===== config.mk =====
export PLATFORM = sky130hd
export DESIGN_NAME = keypad_digit_tx
export DESIGN_NICKNAME = d
export VERILOG_FILES = /design/src/rtl/keypad_pkg.sv /design/src/rtl/keypad_sync.sv /design/src/rtl/keypad_digit_tx.sv
export SDC_FILE = /design/constraint.sdc
export NUM_CORES = 1
export LEC_CHECK = 0
export ABC_AREA = 0
export ABC_CLOCK_PERIOD_IN_PS = 2800
export BUFFER_PORTS_ARGS = -buffer_cell sky130_fd_sc_hd__buf_4
export CAP_MARGIN = 40
export CORE_MARGIN = 1.5
export CORE_UTILIZATION = 45
export CTS_CLUSTER_SIZE = 12
export DETAILED_ROUTE_END_ITERATION = 7
export GPL_TIMING_DRIVEN = 0
export PLACE_DENSITY_LB_ADDON = 0.15
export SYNTH_ARGS = -nofsm -noshare
export SYNTH_HDL_FRONTEND = slang
export SYNTH_SLANG_ARGS = --single-unit

===== constraint.sdc =====
create_clock -name clk -period 2.8 [get_ports clk]
set_input_delay 0.84 -clock clk [delete_from_list [all_inputs] [get_ports clk]]
set_output_delay 0.84 -clock clk [all_outputs]
set_load 0.02 [all_outputs]

===== src/rtl/keypad_pkg.sv =====
// Shared definitions for the keypad digit transmitter: FSM states, key map,
// matrix dimensions and small decode helpers.
package keypad_pkg;

   localparam int ROW_W = 4;
   localparam int COL_W = 4;

   typedef enum logic [2:0] {
      ST_IDLE,
      ST_SCAN,
      ST_DEBOUNCE,
      ST_EMIT,
      ST_HELD,
      ST_RELEASE
   } state_e;

   // Code for each key, indexed by {row, col}; element 0 is row 0 / col 0.
   // '*' encodes as E and '#' as F.
   localparam logic [15:0][3:0] KEY_MAP = {
      4'hD, 4'hF, 4'h0, 4'hE,   // row 3, col 3..0
      4'hC, 4'h9, 4'h8, 4'h7,   // row 2
      4'hB, 4'h6, 4'h5, 4'h4,   // row 1
      4'hA, 4'h3, 4'h2, 4'h1    // row 0
   };

   typedef struct packed {
      logic       hit;   // exactly one column is low
      logic [1:0] idx;   // index of that column
   } col_hit_t;

   // Accept only a single low column; none or several (ghosting) is no hit.
   function automatic col_hit_t col_decode(input logic [COL_W-1:0] col_s);
      col_hit_t res;
      // NOTE: give the result a default before the case so no path leaves it unassigned.
      res = '0;
      case (col_s)
         4'b1110: res = '{1'b1, 2'd0};
         4'b1101: res = '{1'b1, 2'd1};
         4'b1011: res = '{1'b1, 2'd2};
         4'b0111: res = '{1'b1, 2'd3};
         default: res = '0;
      endcase
      return res;
   endfunction

   // Active-low one-hot drive pattern for the given row.
   function automatic logic [ROW_W-1:0] row_drive(input logic [1:0] row);
      return ~(ROW_W'(1) << row);
   endfunction

endpackage


===== src/rtl/keypad_sync.sv =====
// Two-flop synchronizer for the asynchronous keypad column inputs.
// Resets to all-high, the idle (no key) column level.
module keypad_sync
   import keypad_pkg::*;
(
   input  logic             clk,
   input  logic             rst,
   input  logic [COL_W-1:0] col_n_i,
   output logic [COL_W-1:0] col_s_o
);

   logic [COL_W-1:0] meta_q;
   logic [COL_W-1:0] sync_q;

   // Double-register the raw columns before any decision uses them.
   always_ff @(posedge clk or negedge rst) begin
      if (!rst) begin
         meta_q <= '1;
         sync_q <= '1;
      end else begin
         // NOTE: non-blocking so each flop takes the value from before the edge.
         meta_q <= col_n_i;
         sync_q <= meta_q;
      end
   end

   assign col_s_o = sync_q;

endmodule


===== src/rtl/keypad_digit_tx.sv =====
// 4x4 keypad scanner, debouncer and digit encoder. Each accepted press gives
// a one-cycle key_valid strobe with the mapped code on key_digit.
// Optional feature: define KEYPAD_AUTOREPEAT_EN to re-emit the held key every
// REPEAT_DLY cycles; without it exactly one strobe is produced per press.
module keypad_digit_tx
   import keypad_pkg::*;
#(
   parameter int SCAN_DIV   = 16,
   parameter int DEBOUNCE   = 1000,
   parameter int REPEAT_DLY = 50000
) (
   input  logic             clk,
   input  logic             rst,
   input  logic             scan_en,
   input  logic [COL_W-1:0] col_n,
   output logic [ROW_W-1:0] row_n,
   output logic [3:0]       key_digit,
   output logic             key_valid,
   output logic             key_held
);

   localparam int SCW = $clog2(SCAN_DIV) + 1;
   localparam int DBW = $clog2(DEBOUNCE) + 1;
   localparam logic [SCW-1:0] SCAN_LAST = SCW'(SCAN_DIV - 1);
   localparam logic [DBW-1:0] DB_LAST   = DBW'(DEBOUNCE - 1);

`ifdef KEYPAD_AUTOREPEAT_EN
   localparam int RPW = $clog2(REPEAT_DLY) + 1;
   // HELD is entered one cycle after the strobe, so the repeat fires two
   // counts early to land exactly REPEAT_DLY cycles after the previous one.
   localparam logic [RPW-1:0] REP_LAST = RPW'(REPEAT_DLY - 2);
   logic [RPW-1:0] rep_q;
`else
   // Repeat interval is meaningless without auto-repeat.
   logic unused_repeat;
   assign unused_repeat = ^REPEAT_DLY;
`endif

   logic [COL_W-1:0] col_s;
   col_hit_t         col_hit;

   state_e           state_q;
   logic [1:0]       row_q;
   logic [1:0]       col_idx_q;
   logic [COL_W-1:0] pat_q;
   logic [SCW-1:0]   scan_cnt_q;
   logic [DBW-1:0]   cnt_q;
   logic [ROW_W-1:0] row_n_q;
   logic [3:0]       key_digit_q;
   logic             key_valid_q;
   logic             key_held_q;

   keypad_sync u_sync (
      .clk     (clk),
      .rst     (rst),
      .col_n_i (col_n),
      .col_s_o (col_s)
   );

   assign col_hit = col_decode(col_s);

   // Scan / debounce / emit / release state machine with registered outputs.
   always_ff @(posedge clk or negedge rst) begin
      if (!rst) begin
         state_q     <= ST_IDLE;
         row_q       <= 2'd0;
         col_idx_q   <= 2'd0;
         pat_q       <= '1;
         scan_cnt_q  <= '0;
         cnt_q       <= '0;
         row_n_q     <= '1;
         key_digit_q <= 4'h0;
         key_valid_q <= 1'b0;
         key_held_q  <= 1'b0;
`ifdef KEYPAD_AUTOREPEAT_EN
         rep_q       <= '0;
`endif
      end else begin
         // NOTE: strobe defaults low here; only the entries into EMIT raise it.
         key_valid_q <= 1'b0;
`ifdef KEYPAD_AUTOREPEAT_EN
         rep_q       <= '0;
`endif
         if (!scan_en) begin
            state_q    <= ST_IDLE;
            row_n_q    <= '1;
            key_held_q <= 1'b0;
            scan_cnt_q <= '0;
            cnt_q      <= '0;
         end else begin
            case (state_q)
               ST_IDLE: begin
                  state_q    <= ST_SCAN;
                  row_q      <= 2'd0;
                  row_n_q    <= row_drive(2'd0);
                  scan_cnt_q <= '0;
               end

               ST_SCAN: begin
                  if (scan_cnt_q == SCAN_LAST) begin
                     scan_cnt_q <= '0;
                     if (col_hit.hit) begin
                        pat_q     <= col_s;
                        col_idx_q <= col_hit.idx;
                        cnt_q     <= '0;
                        state_q   <= ST_DEBOUNCE;
                     end else begin
                        row_q   <= row_q + 2'd1;
                        row_n_q <= row_drive(row_q + 2'd1);
                     end
                  end else begin
                     scan_cnt_q <= scan_cnt_q + SCW'(1);
                  end
               end

               ST_DEBOUNCE: begin
                  if (col_s != pat_q) begin
                     state_q    <= ST_SCAN;
                     scan_cnt_q <= '0;
                     row_q      <= row_q + 2'd1;
                     row_n_q    <= row_drive(row_q + 2'd1);
                  end else if (cnt_q == DB_LAST) begin
                     state_q     <= ST_EMIT;
                     key_valid_q <= 1'b1;
                     key_digit_q <= KEY_MAP[{row_q, col_idx_q}];
                  end else begin
                     cnt_q <= cnt_q + DBW'(1);
                  end
               end

               ST_EMIT: begin
                  state_q    <= ST_HELD;
                  key_held_q <= 1'b1;
               end

               ST_HELD: begin
                  if (col_s == '1) begin
                     state_q <= ST_RELEASE;
                     cnt_q   <= '0;
                  end
`ifdef KEYPAD_AUTOREPEAT_EN
                  else if (rep_q == REP_LAST) begin
                     state_q     <= ST_EMIT;
                     key_valid_q <= 1'b1;
                     key_digit_q <= KEY_MAP[{row_q, col_idx_q}];
                  end else begin
                     rep_q <= rep_q + RPW'(1);
                  end
`endif
               end

               ST_RELEASE: begin
                  if (col_s != '1) begin
                     state_q <= ST_HELD;
                     cnt_q   <= '0;
                  end else if (cnt_q == DB_LAST) begin
                     state_q    <= ST_SCAN;
                     key_held_q <= 1'b0;
                     row_q      <= 2'd0;
                     row_n_q    <= row_drive(2'd0);
                     scan_cnt_q <= '0;
                  end else begin
                     cnt_q <= cnt_q + DBW'(1);
                  end
               end

               default: begin
                  state_q <= ST_IDLE;
                  row_n_q <= '1;
               end
            endcase
         end
      end
   end

   assign row_n     = row_n_q;
   assign key_digit = key_digit_q;
   assign key_valid = key_valid_q;
   assign key_held  = key_held_q;

endmodule


==> results of run 1 <==
## flip-flops by register name, summed over array words and instances, names as in the netlist, 2 cells and up
register / cells
cnt_q: 11
scan_cnt_q: 5
key_digit: 4
pat_q: 4
row_n: 4
u_sync.col_s_o: 4
u_sync.meta_q: 4
state_q: 3
col_idx_q: 2
row_q: 2
## critical path, stage by stage
cell and delay, ns:
buf_2 0.18, nor4bb_1 0.61, a2bb2oi_1 0.16, o21ai_1 0.25, buf_2 0.32, o31ai_1 0.11, o21ai_0 0.10
## logic make-up after synthesis
logic type                 Yosys count  synth area share (%)
AOI/OAI and AO/OA                   67                  19.2
xor gates and xnor gates             7                  2.64
adders and majority gates           11                  5.29
buffers and inverters               25                  4.66
DFF                                 45                  44.0
muxes                               11                  4.66
and+or+nand+nor                     87                  19.5
## power groups by stage
stage | Combinational (W) | Clock [W] | Sequential [W]
after global placement | 0.000730 | 0 | 0.000790
final | 0.000736 | 0.000511 | 0.000781
after global routing | 0.000816 | 0.000551 | 0.000791
after floorplan | 0.000533 | 0 | 0.000801
after detailed placement | 0.000735 | 0 | 0.000791
after CTS | 0.000738 | 0.000529 | 0.000781
## synthesized netlist by cell type (3+ instances only)
| cell | instances | share of area [%] |
|---|---|---|
| nor2b_1 | 8 | 1.9 |
| clkbuf_1 | 6 | 0.87 |
| mux2_2 | 9 | 3.9 |
| nand2_1 | 25 | 3.6 |
| o31ai_1 | 12 | 3.5 |
| xor2_1 | 4 | 1.3 |
| nor2_1 | 12 | 1.7 |
| ha_1 | 11 | 5.3 |
| dfrtp_1 | 29 | 28 |
| buf_2 | 6 | 1.2 |
| nand4_1 | 3 | 0.72 |
| o21ai_0 | 15 | 2.9 |
| nand3_1 | 7 | 1.3 |
| a31oi_1 | 7 | 1.7 |
| and3_1 | 5 | 1.2 |
| a21oi_1 | 8 | 1.5 |
| dfstp_2 | 16 | 16 |
| o41ai_2 | 4 | 2.5 |
| nand4b_1 | 4 | 1.3 |
| nor3_1 | 3 | 0.58 |
| inv_1 | 9 | 1.3 |
| and4_1 | 3 | 1.0 |
## per-layer routing
| metal | share of wire (%) | track usage (%) | vias up |
|---|---|---|---|
| li1 | - | - | 977 |
| met1 | 49 | 24.9 | 928 |
| met2 | 47 | 29.7 | 29 |
| met3 | 2.7 | 3.22 | 5 |
| met4 | 0.91 | 4.39 | 0 |
| met5 | 0 | 0 | - |
## area by class of cell
class                   instances  area [um^2]
well taps                      72         90.1
multi-input cells             183         1340
flip-flops and latches         45         1150
clock buffers                   6         82.6
repair buffers                 15          113
plain buffers                  16         87.6
fillers                       518         2620
clock inverters                 2         36.3
inverters                       9         33.8
## worst max path at each step
stage | to | slack [ns] | cells after the start
after global routing | key_digit[0] | 0.18 | 6
after CTS | cnt_q[8] | 0.47 | 7
after detailed placement | cnt_q[8] | 0.15 | 7
after floorplan | cnt_q[6] | 0.53 | 7
after global placement | cnt_q[8] | 0.16 | 7
final | cnt_q[4] | 0.44 | 7
## stage by stage
| stage | cell area, um^2 | utilization, % |
|---|---|---|
| 2_1_floorplan | 2600 | - |
| 3_3_place_gp | 2810 | 50.6 |
| 3_5_place_dp | 2810 | 50.6 |
| 4_1_cts | 2920 | 52.8 |
| 5_1_grt | 2920 | 52.8 |
| 6_report | 2920 | 52.8 |
## layout by cell type (no fill, tap or decap), drive strengths merged, types with 2 or more instances in the layout
master  instances
nor3            3
nand3b          2
nor2           12
o311ai          2
nand4b          4
mux2i           2
xor2            5
nand4           3
a211oi          2
nand3           8
nor4            2
xnor2           2
a31oi           7
or2             3
o22ai           2
nand2          25
ha             11
dfrtp          29
o21ai          16
and4            3
o211ai          2
inv            10
and3            5
or4             3
a21oi           8
nor2b           8
mux2            9
clkbuf         13
a22o            2
o41ai           4
o31ai          12
dfstp          16
buf            24
==> impl_results.md, run 1 <==
- Syn nets: 271
- Hold Crit Start: u_sync.meta_q[2]
- Synthesized cell area: 0.00260 mm^2
- Min-Delay Path Class: reg -> reg
- CTS root buffer: clkbuf_8
- Seq pwr share: 38.5%
- Die area: 0.00625 mm^2
- DP HPWL: 3580 um
- Status: finished clean
- Remaining DRCs: 0
- Global route overflow: 0
- Hold slack: 0.358 ns
- RR Startpoint: u_sync.col_s_o[2]
- Worst Path Required: 3.01 ns
- Area growth, synth to finish: 12.4%
- Reg-to-reg setup timing slack: 0.48 ns
- Worst Hold Depth: 0
- # port buffers: 15
- Min Tclk post-route: 2.36 ns
- Cts bufs inserted: 5
- CP max FO: 10
- Power share of the clock group: 25.2%
- Leakage: 1.27 nW
- Overall routing resource usage: 18.1%
- I/O Pins: 17
- Post-synth EDFFs: 0
- CTS tree: done
- Die Height: 79.1 um
- Async S/R FF share, synth: 100%
- Clk buf depth: 2
- Global-route wire length before repair: 8980 um
- Row count: 27
- Final setup viols: 0
- Skew final: 0.00906 ns
- Clk sink count: 45
- Worst setup margin: 0.439 ns
- Share of layout cells above drive strength 1: 25.4%
- Critical path arrival: 2.58 ns
- Worst IR Drop VDD: 0.382 mV
- Reg2Reg Depth: 7
- Yosys warnings: 0
- Pwr Total: 0.00203 W
- Top FF cell, synth: dfrtp_1
- CTS Hold Bufs: 0
- DRT Pass-1 Iters: 4
- Final Hold Fails: 0
- Pre-CTS setup slack: 0.153 ns
- Period utilization: 84.3%
- Final WL: 5040 um
- Initial Utilization: 47.0%
- H-tree levels: 2
- Post-Synthesis Cells: 253
- Startpoint types: input pin
- Final Wtd Congestion: 0.812
- DR WL/cell: 14.5 um
- Iter 0 DRT Violations: 128
- Largest net degree at the start of global routing: 46
- Setup_tns: 0 ns
- Final-report max-slew violation count: 0
- Fin cells: 348
- FF-to-FF End: cnt_q[8]
- Initial antenna violation count: 0
- Syn_area_per_cell: 10.3 um^2
- Fin nets: 293
- Netlist cell types: 59
- Core Footprint: 0.00554 mm^2
- Placed Cells: 340
- Reg clk slew, reported paths: 0.09 ns
- Sequential share of the synthesized area: 44.0%
- Clk_lat worst skew: 0.30 ns
- FF+latch count, synth: 45
- Kind of critical path: in -> reg
- Routed Antenna Nets: 0
- Switching pwr: 0.000727 W
- Chip width: 79.1 um
- Pint: 0.00130 W
- Max frequency: 0.424 GHz
- Post-CTS Setup Bufs: 0
- Switching Share: 35.8%
- P per Cell Area: 693 mW/mm^2
- Slew HR: 48.0%
- Hold EP: u_sync.col_s_o[2]
- Worst-Margin Slew: 0.772 ns
- MaxCap Viol Count: 0
- Combinational Power Share: 36.3%
- Vias post-DR: 1939
- Crit path capture type: flip-flop
- CTS resizes: 0
- Number of global-route vias before repair: 1914
- Crit. Startpoint: scan_en
- RSZ-0062 raised after global routing: no
- Ant diodes: 0
- Vias per inst: 5.57
Power figures use the tool's default switching activity.
==> run 2, diff against run 1 <==
- ABC_CLOCK_PERIOD_IN_PS: 2800 -> 2200
- clock period: 2.8 -> 2.2 ns (I/O delays scaled with it)
==> impl_results.md, run 2 (synthesis gave the netlist of run 1 again) <==
- RSZ-0062 raised after global routing: no
- CTS root buffer: clkbuf_8
- Most frequent cells in the layout: dfrtp_1, nand2_1, buf_4
- Seq. cell area: 0.00115 mm^2
- Final-report max-slew violation count: 0
- Clk_lat worst skew: 0.30 ns
- MaxCap Viol Count: 0
- Seq pwr share: 37.6%
- Commonest non-fill, non-tap cell in the layout: dfrtp_1
- Placed Area: 0.00281 mm^2
- Largest regs: cnt_q: 11 flops, scan_cnt_q: 5 flops
- Routed Antenna Nets: 0
- Min-Delay Path Class: in -> async
- Clk buf depth: 2
- Final Wtd Congestion: 0.812
- Cts bufs inserted: 5
- Global route overflow: 0
- P per Cell Area: 884 mW/mm^2
- Vias per inst: 5.65
- Max FFs per register: 11
- Power share of the clock group: 24.4%
- Pwr Total: 0.00266 W
- Final WL: 5160 um
- Overall routing resource usage: 18.2%
- H-tree levels: 2
- Status: finished clean
- Leakage: 1.29 nW
- Final Hold Fails: 0
- Worst setup margin: 0.0784 ns
- Min Tclk post-route: 2.12 ns
- Kind of critical path: reg -> reg
- Final instance area: 0.00301 mm^2
- Ant diodes: 0
- Reg2Reg Depth: 8
- DP HPWL: 3580 um
- Worst IR Drop VDD: 0.516 mV
- DRT Pass-1 Iters: 4
- Multi-input logic area: 0.00140 mm^2
- Reg with most FFs: cnt_q
- Worst-Margin Slew: 0.543 ns
- # port buffers: 15
- Critical path arrival: 2.31 ns
- Iter 0 DRT Violations: 104
- Combinational Power Share: 38.0%
- Number of global-route vias before repair: 1920
- Core Footprint: 0.00554 mm^2
- Vias post-DR: 1977
- Switching pwr: 0.000963 W
- Clk sink count: 45
- Reg clk slew, reported paths: 0.09 ns
- CTS tree: done
- Initial Utilization: 47.0%
- Worst Path Required: 2.39 ns
- Pint: 0.00170 W
- Reg-to-reg setup timing slack: 0.08 ns
- Die Height: 79.1 um
- Startpoint types: flip-flop
- Share of layout cells above drive strength 1: 29.9%
- Final setup viols: 0
- Row count: 27
- Fillers: 507
- Crit path capture type: flip-flop
- Period utilization: 96.4%
- CP max FO: 9
- I/O Pins: 17
- Area growth, synth to finish: 15.7%
- Die area: 0.00625 mm^2
- RR Startpoint: u_sync.col_s_o[2]
- Switching Share: 36.2%
- Skew final: 0.00949 ns
- Slew HR: 63.3%
- Max frequency: 0.471 GHz
- Chip width: 79.1 um
- Global-route wire length before repair: 9030 um
- Initial antenna violation count: 0
- Hold slack: 0.341 ns
- FF-to-FF End: cnt_q[10]
- Pre-CTS setup slack: -0.267 ns
- Fin nets: 295
- Remaining DRCs: 0
- DR WL/cell: 14.7 um
- Largest net degree at the start of global routing: 46
## run 2: worst max-delay path by stage
stage	start	to	slack, ns	depth (start not counted)
2_1_floorplan	scan_en	cnt_q[6]	0.11	7
3_3_place_gp	scan_en	cnt_q[8]	-0.26	7
3_5_place_dp	scan_en	cnt_q[8]	-0.27	7
4_1_cts	u_sync.col_s_o[2]	cnt_q[10]	0.005	8
5_1_grt	u_sync.col_s_o[2]	row_n[3]	0.003	6
6_report	u_sync.col_s_o[2]	cnt_q[10]	0.08	8
## run 2: final cells by class
class,instances,area share (%)
inverter,9,1.12
multi-input combinational,183,46.4
clock buffer,6,2.74
sequential,45,38.1
timing repair buffer,18,4.49
buffer,15,2.95
clock inverter,2,1.21
tap,72,2.99
## run 2: power by group through the flow
stage          clock (W)  sequential, W  combinational, W
2_1_floorplan          0        0.00102          0.000678
3_3_place_gp           0        0.00101          0.000929
3_5_place_dp           0        0.00101          0.000935
4_1_cts         0.000673       0.000995          0.000948
5_1_grt         0.000702        0.00101           0.00111
6_report        0.000649        0.00100           0.00101
## run 2: repair_timing
action,4_1_cts,5_1_grt
endpoints found under the setup margin,16,19
gates resized for setup,3,15
pin swaps,2,3
hold buffers,0,0
hold endpoints to repair,0,0
setup buffers,2,1
## run 2: routing by layer
layer	GRT usage (%)	routed length, um	vias to the layer above
met5	0	0	-
met4	4.39	46	0
met3	3.22	149	5
met2	30.1	2440	29
met1	25.0	2520	960
li1	-	-	983
## run 2: worst max-delay path, cell delays in order, from the launching register on
cell and delay, ns:
dfstp_2 0.52, buf_2 0.17, and4_1 0.20, clkbuf_4 0.19, a2bb2oi_2 0.17, o21ai_2 0.11
or2_1 0.24, buf_6 0.14, a211o_1 0.29
## run 2: per-stage QoR
step	utilization, %	TNS (ns)	instances
2_1_floorplan	-	0	253
3_3_place_gp	50.6	-3.05	340
3_5_place_dp	50.6	-3.09	340
4_1_cts	53.3	0	350
5_1_grt	54.3	0	350
6_report	54.3	0	350
